`config.mk`:
```
export PLATFORM = sky130hd
export DESIGN_NAME = med3x3_filter_unit
export DESIGN_NICKNAME = d
export VERILOG_FILES = /design/src/rtl/med3x3_filter_unit.sv
export SDC_FILE = /design/constraint.sdc
export NUM_CORES = 1
export LEC_CHECK = 0
export ABC_AREA = 1
export CAP_MARGIN = 10
export CORE_MARGIN = 5
export CORE_UTILIZATION = 61
export CTS_BUF_LIST = sky130_fd_sc_hd__clkbuf_16
export DETAILED_ROUTE_END_ITERATION = 10
export GPL_ROUTABILITY_DRIVEN = 0
export PLACE_DENSITY = 0.81
export SLEW_MARGIN = 20
export SYNTH_ARGS = -nofsm -noshare
export SYNTH_HDL_FRONTEND = slang
export SYNTH_SLANG_ARGS = --single-unit
```
`constraint.sdc`:
```
create_clock -name clk -period 4.05 [get_ports clk]
set_input_delay 0.405 -clock clk [delete_from_list [all_inputs] [get_ports clk]]
set_output_delay 0.405 -clock clk [all_outputs]
set_load 0.01 [all_outputs]
```
`src/rtl/med3x3_filter_unit.sv`:
```
// Streaming 3x3 median filter: sliding window of pre-sorted columns feeding a two-stage median network.
// Optional macro MED_PASSTHRU_EN adds a bypass input that selects the window centre pixel instead.
module med3x3_filter_unit #(
    parameter int BIT_LENGTH = 5,
    parameter int IMG_DIM    = 20
) (
    input  logic                  clk,
    input  logic                  reset,
    input  logic                  in_valid,
    input  logic                  row_start,
    input  logic [BIT_LENGTH-1:0] pixel_in0,
    input  logic [BIT_LENGTH-1:0] pixel_in1,
    input  logic [BIT_LENGTH-1:0] pixel_in2,
    output logic                  out_valid,
    output logic [BIT_LENGTH-1:0] median_out,
    output logic                  out_last
`ifdef MED_PASSTHRU_EN
    ,
    input  logic                  bypass
`endif
);

    localparam int IW = (IMG_DIM > 2) ? $clog2(IMG_DIM) : 2;
    localparam logic [IW-1:0] LAST_COL = IW'(IMG_DIM - 1);
    localparam logic [IW-1:0] FULL_COL = IW'(2);

    typedef logic [BIT_LENGTH-1:0] pix_t;
    typedef enum logic {S_IDLE, S_RUN} state_t;

    function automatic pix_t min2(input pix_t a, input pix_t b);
        return (a < b) ? a : b;
    endfunction

    function automatic pix_t max2(input pix_t a, input pix_t b);
        return (a > b) ? a : b;
    endfunction

    function automatic pix_t med3(input pix_t a, input pix_t b, input pix_t c);
        return max2(min2(a, b), min2(max2(a, b), c));
    endfunction

    state_t        state_q, state_d;
    logic [IW-1:0] col_idx_q, col_idx_d;
    logic          accept;
    logic          win_valid_d, win_last_d;
    logic          win_valid_q, win_last_q;
    pix_t          s_lo, s_md, s_hi;
    pix_t          lo_q [0:2];
    pix_t          md_q [0:2];
    pix_t          hi_q [0:2];

    pix_t          a_lo_d, a_md_d, a_hi_d;
    pix_t          a_lo_q, a_md_q, a_hi_q;
    logic          a_valid_q, a_last_q;

    pix_t          result_d;
    pix_t          median_q;
    logic          valid_q, last_q;

`ifdef MED_PASSTHRU_EN
    pix_t          ctr1_q, ctr2_q, a_ctr_q;
    logic          win_byp_q, a_byp_q;
`endif

    // Until a row_start is seen, columns are ignored so no window forms from reset-cleared data.
    always_comb begin
        state_d     = state_q;
        col_idx_d   = col_idx_q;
        accept      = 1'b0;
        if (in_valid) begin
            if (row_start) begin
                accept    = 1'b1;
                col_idx_d = '0;
                state_d   = S_RUN;
            end else if (state_q == S_RUN && col_idx_q != LAST_COL) begin
                accept    = 1'b1;
                col_idx_d = col_idx_q + 1'b1;
            end
        end
        win_valid_d = accept && (col_idx_d >= FULL_COL);
        win_last_d  = accept && (col_idx_d == LAST_COL);
    end

    always_comb begin
        s_lo   = min2(min2(pixel_in0, pixel_in1), pixel_in2);
        s_hi   = max2(max2(pixel_in0, pixel_in1), pixel_in2);
        s_md   = med3(pixel_in0, pixel_in1, pixel_in2);
        a_lo_d = max2(max2(lo_q[0], lo_q[1]), lo_q[2]);
        a_md_d = med3(md_q[0], md_q[1], md_q[2]);
        a_hi_d = min2(min2(hi_q[0], hi_q[1]), hi_q[2]);
`ifdef MED_PASSTHRU_EN
        result_d = a_byp_q ? a_ctr_q : med3(a_lo_q, a_md_q, a_hi_q);
`else
        result_d = med3(a_lo_q, a_md_q, a_hi_q);
`endif
    end

    always_ff @(posedge clk) begin
        if (reset) begin
            state_q     <= S_IDLE;
            col_idx_q   <= '0;
            win_valid_q <= 1'b0;
            win_last_q  <= 1'b0;
            lo_q        <= '{default: '0};
            md_q        <= '{default: '0};
            hi_q        <= '{default: '0};
        end else begin
            state_q     <= state_d;
            col_idx_q   <= col_idx_d;
            win_valid_q <= win_valid_d;
            win_last_q  <= win_last_d;
            if (accept) begin
                lo_q[0] <= lo_q[1];
                lo_q[1] <= lo_q[2];
                lo_q[2] <= s_lo;
                md_q[0] <= md_q[1];
                md_q[1] <= md_q[2];
                md_q[2] <= s_md;
                hi_q[0] <= hi_q[1];
                hi_q[1] <= hi_q[2];
                hi_q[2] <= s_hi;
            end
        end
    end

    always_ff @(posedge clk) begin
        if (reset) begin
            a_valid_q <= 1'b0;
            a_last_q  <= 1'b0;
            a_lo_q    <= '0;
            a_md_q    <= '0;
            a_hi_q    <= '0;
            valid_q   <= 1'b0;
            last_q    <= 1'b0;
            median_q  <= '0;
        end else begin
            a_valid_q <= win_valid_q;
            a_last_q  <= win_valid_q & win_last_q;
            if (win_valid_q) begin
                a_lo_q <= a_lo_d;
                a_md_q <= a_md_d;
                a_hi_q <= a_hi_d;
            end
            valid_q <= a_valid_q;
            last_q  <= a_valid_q & a_last_q;
            if (a_valid_q) begin
                median_q <= result_d;
            end
        end
    end

`ifdef MED_PASSTHRU_EN
    // Raw (unsorted) middle pixels track the window so the centre is available for passthrough.
    always_ff @(posedge clk) begin
        if (reset) begin
            ctr1_q    <= '0;
            ctr2_q    <= '0;
            win_byp_q <= 1'b0;
            a_ctr_q   <= '0;
            a_byp_q   <= 1'b0;
        end else begin
            win_byp_q <= accept & bypass;
            if (accept) begin
                ctr1_q <= ctr2_q;
                ctr2_q <= pixel_in1;
            end
            if (win_valid_q) begin
                a_ctr_q <= ctr1_q;
                a_byp_q <= win_byp_q;
            end
        end
    end
`endif

    assign out_valid  = valid_q;
    assign out_last   = last_q;
    assign median_out = median_q;

endmodule

```
==> results of run 1 <==
synthesized netlist by cell type, types with 13 or more instances:
cell type and number:
sky130_fd_sc_hd__a21oi_1 38, sky130_fd_sc_hd__nand2_2 13, sky130_fd_sc_hd__ha_1 66, sky130_fd_sc_hd__nand2_1 167, sky130_fd_sc_hd__o21ai_1 16, sky130_fd_sc_hd__o21ai_0 38
sky130_fd_sc_hd__o21ai_2 18, sky130_fd_sc_hd__o22ai_1 27, sky130_fd_sc_hd__nand3_1 52, sky130_fd_sc_hd__inv_1 102, sky130_fd_sc_hd__nor2_1 52, sky130_fd_sc_hd__dfxtp_1 77
worst max path at each step:
stage | from | end | slack, ns | cells past startpoint
after global placement | pixel_in1[4] | md_q[2]$_SDFFE_PP0P_ | -0.04 | 24
after detailed placement | pixel_in1[4] | md_q[1]$_SDFFE_PP0P_ | -0.26 | 26
final | md_q[7]$_SDFFE_PP0P_ | a_md_q[2]$_SDFFE_PP0P_ | 0.1 | 25
after CTS | md_q[7]$_SDFFE_PP0P_ | a_md_q[3]$_SDFFE_PP0P_ | 0.007 | 26
after global routing | md_q[7]$_SDFFE_PP0P_ | a_md_q[2]$_SDFFE_PP0P_ | -0.15 | 25
after floorplan | md_q[9]$_SDFFE_PP0P_ | a_md_q[1]$_SDFFE_PP0P_ | 0.48 | 23
cell usage in the layout, fill, tap and decap left out, drive strengths merged:
master / n
o22ai: 28
ha: 66
clkdlybuf4s50: 25
buf: 40
a32oi: 3
a31oi: 1
a21oi: 47
xor2: 1
clkinv: 4
nand4: 3
a211oi: 4
nor2: 57
o21ai: 72
nand3: 58
a21o: 3
dfxtp: 77
clkbuf: 9
o21bai: 4
o211ai: 5
and2: 8
nor3: 3
nand2: 188
inv: 109
clkinvlp: 1
sequential cells by signal, summed over array words and instances (netlist names):
name         count
a_hi_q           5
a_last_q         1
a_lo_q           5
a_md_q           5
a_valid_q        1
col_idx_q        5
hi_q            15
lo_q            15
md_q            15
median_out       5
out_last         1
out_valid        1
state_q          1
win_last_q       1
win_valid_q      1
worst max-delay path, stage by stage (launching register included):
cell and delay (ns):
sky130_fd_sc_hd__dfxtp_2 0.34, sky130_fd_sc_hd__inv_1 0.10, sky130_fd_sc_hd__ha_4 0.28, sky130_fd_sc_hd__nand2_1 0.06, sky130_fd_sc_hd__nor2_2 0.14, sky130_fd_sc_hd__nand2_2 0.08, sky130_fd_sc_hd__nand3_4 0.15, sky130_fd_sc_hd__nand2_8 0.09
sky130_fd_sc_hd__o21ai_4 0.20, sky130_fd_sc_hd__ha_4 0.24, sky130_fd_sc_hd__a21oi_2 0.16, sky130_fd_sc_hd__nor2_2 0.05, sky130_fd_sc_hd__a211oi_2 0.16, sky130_fd_sc_hd__buf_4 0.19, sky130_fd_sc_hd__nand3_1 0.11, sky130_fd_sc_hd__and2_4 0.19
sky130_fd_sc_hd__ha_4 0.26, sky130_fd_sc_hd__nand2_1 0.07, sky130_fd_sc_hd__nor2_2 0.12, sky130_fd_sc_hd__nand2_1 0.08, sky130_fd_sc_hd__a32oi_2 0.26, sky130_fd_sc_hd__inv_2 0.12, sky130_fd_sc_hd__buf_4 0.15, sky130_fd_sc_hd__nand3_1 0.09
sky130_fd_sc_hd__nand2_1 0.08, sky130_fd_sc_hd__a21oi_2 0.11
metrics by stage:
stage	total power, mW	instance area (um2)	setup TNS (ns)	cells	worst slack [ns]
finish	2.84	6560	0	924	0.0985
floorplan	1.64	5390	0	754	0.481
detailed placement	1.92	5890	-0.943	897	-0.257
global route	3.04	6560	-1.02	924	-0.154
CTS	2.65	6160	0	913	0.00734
global placement	1.87	5890	-0.118	897	-0.0397
area by class of cell:
cell class / count / area [um2]
flip-flops and latches: 77 / 1550
clock inverters: 7 / 42.5
well taps: 108 / 135
fillers: 624 / 2120
clock buffers: 9 / 225
multi-input cells: 551 / 3650
repair buffers: 65 / 551
inverters: 107 / 402
layer usage:
layer | part of all wire (%) | routed length [um] | up-vias | GRT usage (%)
li1 | - | - | 2636 | -
met1 | 42 | 5760 | 2480 | 27.8
met2 | 50 | 6900 | 160 | 42.2
met3 | 4.8 | 651 | 43 | 3.41
met4 | 2.7 | 376 | 0 | 9.16
met5 | 0 | 0 | - | 0
where the power goes:
| part | internal (mW) | leakage, nW | switching (mW) |
|---|---|---|---|
| Sequential | 0.795 | 0.626 | 0.0223 |
| Combinational | 0.515 | 2.16 | 0.789 |
| Clock | 0.411 | 0.134 | 0.312 |
logic make-up after synthesis:
family          count (synthesis)
compound gates                167
buf+inv                       126
fa+ha+maj                      66
simple gates                  317
flops                          77
xor+xnor                        1
what timing repair did:
item,in CTS,in global routing
setup endpoints to repair,0,15
setup buffers,0,11
resized for setup,0,68
==> run summary, run 1 <==
## Worst setup path
• Worst Path Arrival: 4.22 ns
• Critical Path Start Type: flip-flop
• type of the worst setup path: reg -> reg
• reg2reg end: a_md_q[2]$_SDFFE_PP0P_
• startpoint of the worst register-to-register path: md_q[7]$_SDFFE_PP0P_
• reg2reg path depth: 25
• type of destination of the critical path: flip-flop
• Critical Path RT: 4.31 ns
• Critical Path Fanout Max: 8
• register-to-register path setup slack: 0.1 ns

## STA
• skew final: 0.00621 ns
• Rel. slew slack: 27.1%
• number of failing hold endpoints at the final stage: 0
• share of the clock period used by the worst path after layout: 97.6%
• Max Clk Rate: 0.253 GHz
• worst hold slack: 0.421 ns
• Worst Tran Pin Value: 1.09 ns
• max-slew violation count: 0
• Final Critical Period: 3.95 ns
• final setup fails: 0

## Status
• outcome: finished, final reports clean

## Routing
• Final ANT Viol Nets: 0
• drt pass-1 iters: 5
• routed via count divided by cell count: 5.76
• DRC Markers: 0
• average detailed-routed wire length per instance: 14.8 um
• Detailed Route WL: 13.7 mm
• total vias in the final route: 5319
• starting DRC count in detailed routing: 325

## Synthesis
• post-synth design cell area: 0.00539 mm2
• leading area contributor after synthesis: sky130_fd_sc_hd__dfxtp_1
• multiplexer share of the synthesized area: 0%
• sequential share of the synthesized area: 28.6%
• share of Yosys cell area claimed by the top area cell type: 28.6%
• total nets after synthesis: 839
• number of synthesized flops with an enable pin: 0
• ranking of synthesized cells by area: sky130_fd_sc_hd__dfxtp_1, sky130_fd_sc_hd__ha_1, sky130_fd_sc_hd__nand2_1
• unique cell type count in the Yosys netlist: 37
• number of synthesis warnings: 0
• share of flip-flops with an asynchronous set or reset after synthesis: 0%
• area share of and/or/nand/nor cells after synthesis: 27.1%
• adder-cell area share of the yosys netlist: 15.3%
• post-synthesis xor/xnor area fraction: 0.163%
• number of standard cells after synthesis: 754
• syn avg cell area: 7.15 um2
• most frequently used flop master after synthesis: sky130_fd_sc_hd__dfxtp_1
• count of state elements after synthesis: 77
• area fraction in compound gates after synthesis: 19.5%
• dominant combinational cell family by area after synthesis: simple AND/OR/NAND/NOR gates

## Cells and area
• number of nets in the layout: 896
• core utilization of the finished layout: 75.5%
• Ant. Diodes: 0
• share of post-route cells with drive strength above 1: 22.3%
• Area growth, synth to finish: 21.7%

## Die
• number of rows in the core area: 34
• die width: 104 um
• # IOs: 26
• die footprint: 0.0108 mm2
• Floorplan Core Area: 0.00868 mm2
• die outline height: 104 um
• effective utilization at floorplan: 62.1%

## Min path
• worst hold endpoint: a_last_q$_SDFF_PP0_
• Cells on Worst Hold Path: 2
• min-delay worst type: reg -> reg
• HP Start: win_last_q$_SDFF_PP0_

## Clocking
• clock tree root driver cell: sky130_fd_sc_hd__clkbuf_16
• CTS clk-pin slew, worst paths: 0.06 ns
• buffer depth of the longest clock path: 2
• clock latency at the later pin of the worst-skew pair: 0.33 ns
• cts bufs inserted: 9
• number of buffers inserted by hold repair at cts: 0
• TritonCTS clock tree: done
• H-tree level count: 3
• Clock Sinks: 77

## Place
• sum of net half-perimeters after detailed placement: 9.50 mm
• port buffer count: 25

## Power
• peak ir drop on the vdd network: 0.000274 V
• Power per Cell Area: 434 mW/mm2
• leakage dissipation: 2.92 nW

## GRT
• largest net degree at the start of global routing: 34
• number of antenna violations at the first check in global routing: 0
• global route total overflow: 0
• first-pass GRT wire length: 22.0 mm
• overall routing resource usage: 23.4%
• via count of the first global-routing pass: 5173

## Flow run
• MaxCap Viol Count: 0

Power figures use the tool's default switching activity.
==> run 2: changes to the inputs <==
HOLD_SLACK_MARGIN = 0.1   (was unset)
==> results of run 2 <==
The final DEF is identical to that of run 1; final timing and power are the same.
==> patch 1 (settings of run 2) <==
Register the output `out_last` once more; this adds one clock of latency there. The other outputs are not delayed to match.
--- a/src/rtl/med3x3_filter_unit.sv
+++ b/src/rtl/med3x3_filter_unit.sv
@@ -175,3 +175,5 @@
     assign out_valid  = valid_q;
-    assign out_last   = last_q;
+    always_ff @(posedge clk) begin
+        out_last <= last_q;
+    end
     assign median_out = median_q;
Behaviour: no difference found for any inputs over 4 cycles, from zero or initial values and one cycle with reset high; that may be too few to reach the edited logic, so the function may still have changed.
==> patch 1 against run 2 <==
Design area is essentially flat. Routed wire length shrank 1.1%. Worst setup slack gained 0.038 ns. Sequential cell count grew 1. Area after synthesis grew 0.37%. Via count shrank 1.1%. Power grew 1.6%. Critical path type unchanged. Largest power group unchanged.
==> patch 1: results (changes against run 2) <==
{| class="wikitable"
! Metric !! Value
|-
| Slew of the pin with the lowest slew margin || 1.04 ns (-0.0496 ns)
|-
| Share of final-layout standard cells stronger than drive strength 1 || 21.1% (-1.2 points)
|-
| Startpoint of the lowest-slack register-to-register path || a_md_q[2]
|-
| Static Leakage || 2.95 nW (+1.2%)
|-
| Number of vias per cell after detailed routing || 5.68 (-1.4%)
|-
| Routed length per placed instance || 14.6 um (-1.4%)
|-
| Global Route met3 Usage || 3.72% (+0.31 points)
|-
| Master cell of the clock root buffer || clkbuf_16
|-
| Setup slack of the most critical reg-to-reg path || 0.14 ns (+0.04 ns)
|-
| Peak ir drop on the vdd network || 0.000293 V (+6.9%)
|-
| Result of the run || complete, no violations
|-
| Worst flop-to-flop path endpoint || median_out[1]
|-
| Global-route wire length before repair || 22.0 mm (about the same)
|-
| Routed length on met3 || 597 um (-8.3%)
|-
| Cell area reported after detailed placement || 5930 sq um (+0.59%)
|-
| Count of routing violations after the opening detailed-route iteration || 366 (+13%)
|-
| Final-layout worst hold slack || 0.345 ns (-0.0767 ns)
|-
| Worst Clk Skew || 0.0119 ns (+0.00568 ns)
|-
| Total track usage || 23.5% (+0.034 points)
|-
| Diodes inserted || 0 (unchanged)
|-
| Highest-delay cell along the critical path || ha_1
|-
| Met1 demand-to-capacity share in global routing || 28.9% (+1.2 points)
|-
| Worst Hold Class || reg2reg
|-
| Via count of the first global-routing pass || 5138 (-0.68%)
|-
| Layout filler cell count || 637 (+2.1%)
|-
| HPWL Detailed || 9.52 mm (+0.17%)
|-
| Number of detailed-routing iterations run before antenna repair || 5 (unchanged)
|-
| Post-layout net count || 899 (+0.33%)
|-
| Met1 wire length || 5.74 mm (-0.33%)
|-
| Ranking of synthesized cells by area || dfxtp_1, ha_1, nand2_1
|-
| Sequential cell area fraction in the yosys report || 28.9% (+0.26 points)
|-
| Syn Nets || 840 (+0.12%)
|-
| Met2 WL post-DR || 6.94 mm (+0.49%)
|-
| Data arrival time of the critical path || 4.13 ns (-0.09 ns)
|-
| Met2 layer usage reported by global route || 40.7% (-1.5 points)
|-
| Most frequent cells after synthesis || nand2_1, inv_1, dfxtp_1, ha_1
|}
patch 1: final cells by class:
class                           instances  area (sq um)  share of cell area, %
Sequential cell                        78          1570                   23.9
Tap cell                              108           135                   2.06
Inverter                              107           402                   6.13
Clock buffer                            9           225                   3.44
Multi-Input combinational cell        552          3580                   54.7
Timing Repair Buffer                   66           566                   8.63
Clock inverter                          7          73.8                   1.13
patch 1: report_power, final:
group	total (mW)	switching, mW	internal (mW)
registers	0.827	0.0220	0.805
logic	1.25	0.759	0.493
clock network	0.809	0.330	0.479
patch 1: worst min-delay path by stage:
stage,start,end,cells past startpoint
final,last_q,out_last,0
after global routing,last_q,out_last,0
after CTS,last_q,out_last,0
after detailed placement,last_q,out_last,0
after global placement,last_q,out_last,0
after floorplan,last_q,out_last,0
patch 1: stage by stage:
| step | setup slack, ns | instances |
|---|---|---|
| after floorplan | 0.481 | 755 |
| after global placement | -0.0540 | 900 |
| after detailed placement | -0.296 | 900 |
| after CTS | 0.00637 | 916 |
| after global routing | -0.128 | 927 |
| final | 0.136 | 927 |
patch 1: repair_timing:
action                                  4_1_cts  5_1_grt
gates resized for setup                       0       55
endpoints found under the setup margin        0       15
hold buffers                                  0        0
buffers inserted                              0       10
patch 1: cells by family (layout without fill, tap and decap cells):
kind of cell | count (synthesis) | count (layout) | synth area share, %
XOR/XNOR | 1 | 1 | 0.162
adder cells (fa/ha/maj) | 66 | 66 | 15.3
AND/OR/NAND/NOR | 317 | 318 | 27.0
flip-flops | 78 | 78 | 28.9
buffers and inverters | 126 | 189 | 9.23
AO/OA/AOI/OAI | 167 | 167 | 19.4
==> patch 2 (settings of run 2) <==
Without the edit above. Set the parameter `BIT_LENGTH` to 4 (it was 5).
--- a/src/rtl/med3x3_filter_unit.sv
+++ b/src/rtl/med3x3_filter_unit.sv
@@ -3,3 +3,3 @@
 module med3x3_filter_unit #(
-    parameter int BIT_LENGTH = 5,
+    parameter int BIT_LENGTH = 4,
     parameter int IMG_DIM    = 20
Interface: changed (resized median_out, pixel_in0, pixel_in1 and pixel_in2); port bits go from 26 to 22. The function was not compared with the original's and may differ.
==> patch 2 against run 2 <==
Design area is 25% lower. Cell count is 22% lower. Routed wire length shrank 33%. Global-route usage shrank 1.6 points. Area after synthesis is 20% lower. Sequential cell count shrank 13. Worst setup slack improved by 0.21 ns. Clock skew up 0.0026 ns. Core utilization shrank 3.4 points. Critical endpoint is now a_md_q[1].
Power is not compared: it rests on default switching activity, and its combinational part moved more than twofold at a synthesized area within 25%.
==> patch 2: results (changes against run 2) <==
{| class="wikitable"
! Metric !! Value
|-
| Worst slew margin relative to its limit || 60.5% (+33 points)
|-
| Maximum count of clock buffers along a single path || 2 (unchanged)
|-
| Post-layout net count || 695 (-22%)
|-
| HPWL Detailed || 6.88 mm (-28%)
|-
| Number of detailed-routing iterations run before antenna repair || 5 (unchanged)
|-
| Clock transition at path regs || 0.06 ns (about the same)
|-
| Diodes inserted || 0 (unchanged)
|-
| Primary FF master, synth || dfxtp_1
|-
| Static Leakage || between 2 and 2.5 nW
|-
| Largest net degree at the start of global routing || 31 (-8.8%)
|-
| Largest fanout on the critical path || 8 (unchanged)
|-
| Number of clock buffers inserted by TritonCTS || 9 (unchanged)
|-
| Worst Hold Class || reg2reg
|-
| Async set-reset flop share out of synthesis || 0% (unchanged)
|-
| Total overflow reported by the global router || 0 (unchanged)
|-
| Peak ir drop on the vdd network || around 0.0004 V
|-
| Share of final-layout standard cells stronger than drive strength 1 || 11.1% (-11 points)
|-
| Ranking of synthesized cells by area || dfxtp_1, ha_1, nand2_1
|-
| Initial antenna violation count || 0 (unchanged)
|-
| Result of the run || complete, no violations
|-
| Most frequent cells after synthesis || nand2_1, inv_1, dfxtp_1, ha_1, o21ai_0
|-
| Cell area reported after detailed placement || 4620 sq um (-22%)
|-
| H-tree depth reported by CTS || 3 (unchanged)
|-
| Registers with the highest flip-flop counts || hi_q (12), lo_q (12), md_q (12)
|-
| Syn Nets || 666 (-21%)
|-
| Total track usage || 21.8% (-1.6 points)
|-
| Routed length per placed instance || 12.7 um (-14%)
|-
| Layout filler cell count || 543 (-13%)
|-
| Global-route wire length before repair || 15.8 mm (-28%)
|-
| Data arrival time of the critical path || 3.95 ns (-0.27 ns)
|-
| Synth unique cells || 41 (+11%)
|-
| Sequential cell area fraction in the yosys report || 29.7% (+1.1 points)
|-
| Port bufs || 21 (-16%)
|-
| Via count of the first global-routing pass || 3801 (-27%)
|-
| Detailed-route via count || 3964 (-25%)
|-
| Master cell of the clock root buffer || clkbuf_16
|-
| Count of routing violations after the opening detailed-route iteration || 222 (-32%)
|-
| Number of setup buffers added after CTS || 0 (unchanged)
|-
| Worst Clk Skew || 0.00882 ns (+0.00261 ns)
|-
| Clock latency reported for the late side of the worst-skew pair || 0.33 ns (about the same)
|-
| Count of warnings emitted by yosys || 0 (unchanged)
|}
-- patch 2: cell types whose count changed after synthesis, moves of 6 or more --
cell / run 2 / this run
o21ai_2: 18 / 3
nand2_1: 167 / 117
nor2_1: 52 / 35
o21ai_0: 38 / 47
o21ai_1: 16 / 8
nand3_1: 52 / 33
dfxtp_1: 77 / 64
buf_2: 9 / 3
ha_1: 66 / 56
-- patch 2: final cells by class --
type                            instances  area, sq um  share of cell area, %
Tap cell                               96          120                   2.44
Sequential cell                        64         1280                   26.0
Clock inverter                          7         72.6                   1.47
Clock buffer                            9          225                   4.57
Multi-Input combinational cell        417         2580                   52.3
Inverter                              103          388                   7.87
Timing Repair Buffer                   28          263                   5.33
-- patch 2: cells by family after synthesis --
logic type	count (synthesis)	share of synthesized area, %
xor gates and xnor gates	1	0.203
buffers and inverters	113	10.8
DFF	64	29.7
adders and majority gates	56	16.3
and+or+nand+nor	215	22.7
AOI/OAI and AO/OA	145	20.3
-- patch 2: what timing repair did --
item / 4_1_cts / 5_1_grt
hold endpoints to repair: 0 / 0
setup endpoints to repair: 0 / 4
gates resized for setup: 0 / 7
hold buffers: 0 / 0
-- patch 2: critical path: stages, from the launching register on --
cell and delay (ns):
dfxtp_1 0.35, inv_1 0.08, ha_1 0.32, nand2_1 0.09
nand2_4 0.07, nand2_4 0.06, nand2_8 0.08, nand2_4 0.08
o21ai_0 0.23, ha_1 0.30, a21oi_1 0.38, nand3_1 0.18
and2_1 0.21, ha_1 0.28, nand2_1 0.05, inv_1 0.06
o21ai_0 0.08, a32oi_1 0.19, inv_1 0.17, nor2_1 0.15
nor2_1 0.06, nand2_1 0.10, a21oi_2 0.05
-- patch 2: per-layer routing --
layer | wire, um | track usage (%) | up-vias
li1 | - | - | 2036
met1 | 4160 | 26.9 | 1822
met2 | 4530 | 37.3 | 86
met3 | 306 | 3.61 | 20
met4 | 208 | 9.51 | 0
met5 | 0 | 0 | -
-- patch 2: worst paths after layout --
path | cells after the start | startpoint | to | slack [ns]
worst max-delay path | 22 | md_q[5] | a_md_q[1] | 0.31
worst min-delay path | 2 | a_last_q | out_last | 0.42
worst max register to register | 22 | md_q[5] | a_md_q[1] | 0.31
worst min register to register | 2 | a_last_q | out_last | 0.42
-- patch 2: where the power goes --
group          switching [mW]  leakage [nW]  internal [mW]  total (mW)
logic                   0.373          1.56          0.210       0.582
registers              0.0165         0.518          0.657       0.673
clock network           0.288         0.141          0.475       0.763
total                   0.677          2.22           1.34        2.02
-- patch 2: per-stage QoR --
stage               hold WS, ns  setup TNS (ns)  cells  setup WS, ns
floorplan                 0.402               0    594         0.656
global placement          0.406               0    708         0.123
detailed placement        0.412          -0.405    708        -0.124
CTS                       0.420               0    724         0.203
global route              0.435               0    724        0.0228
finish                    0.416               0    724         0.309
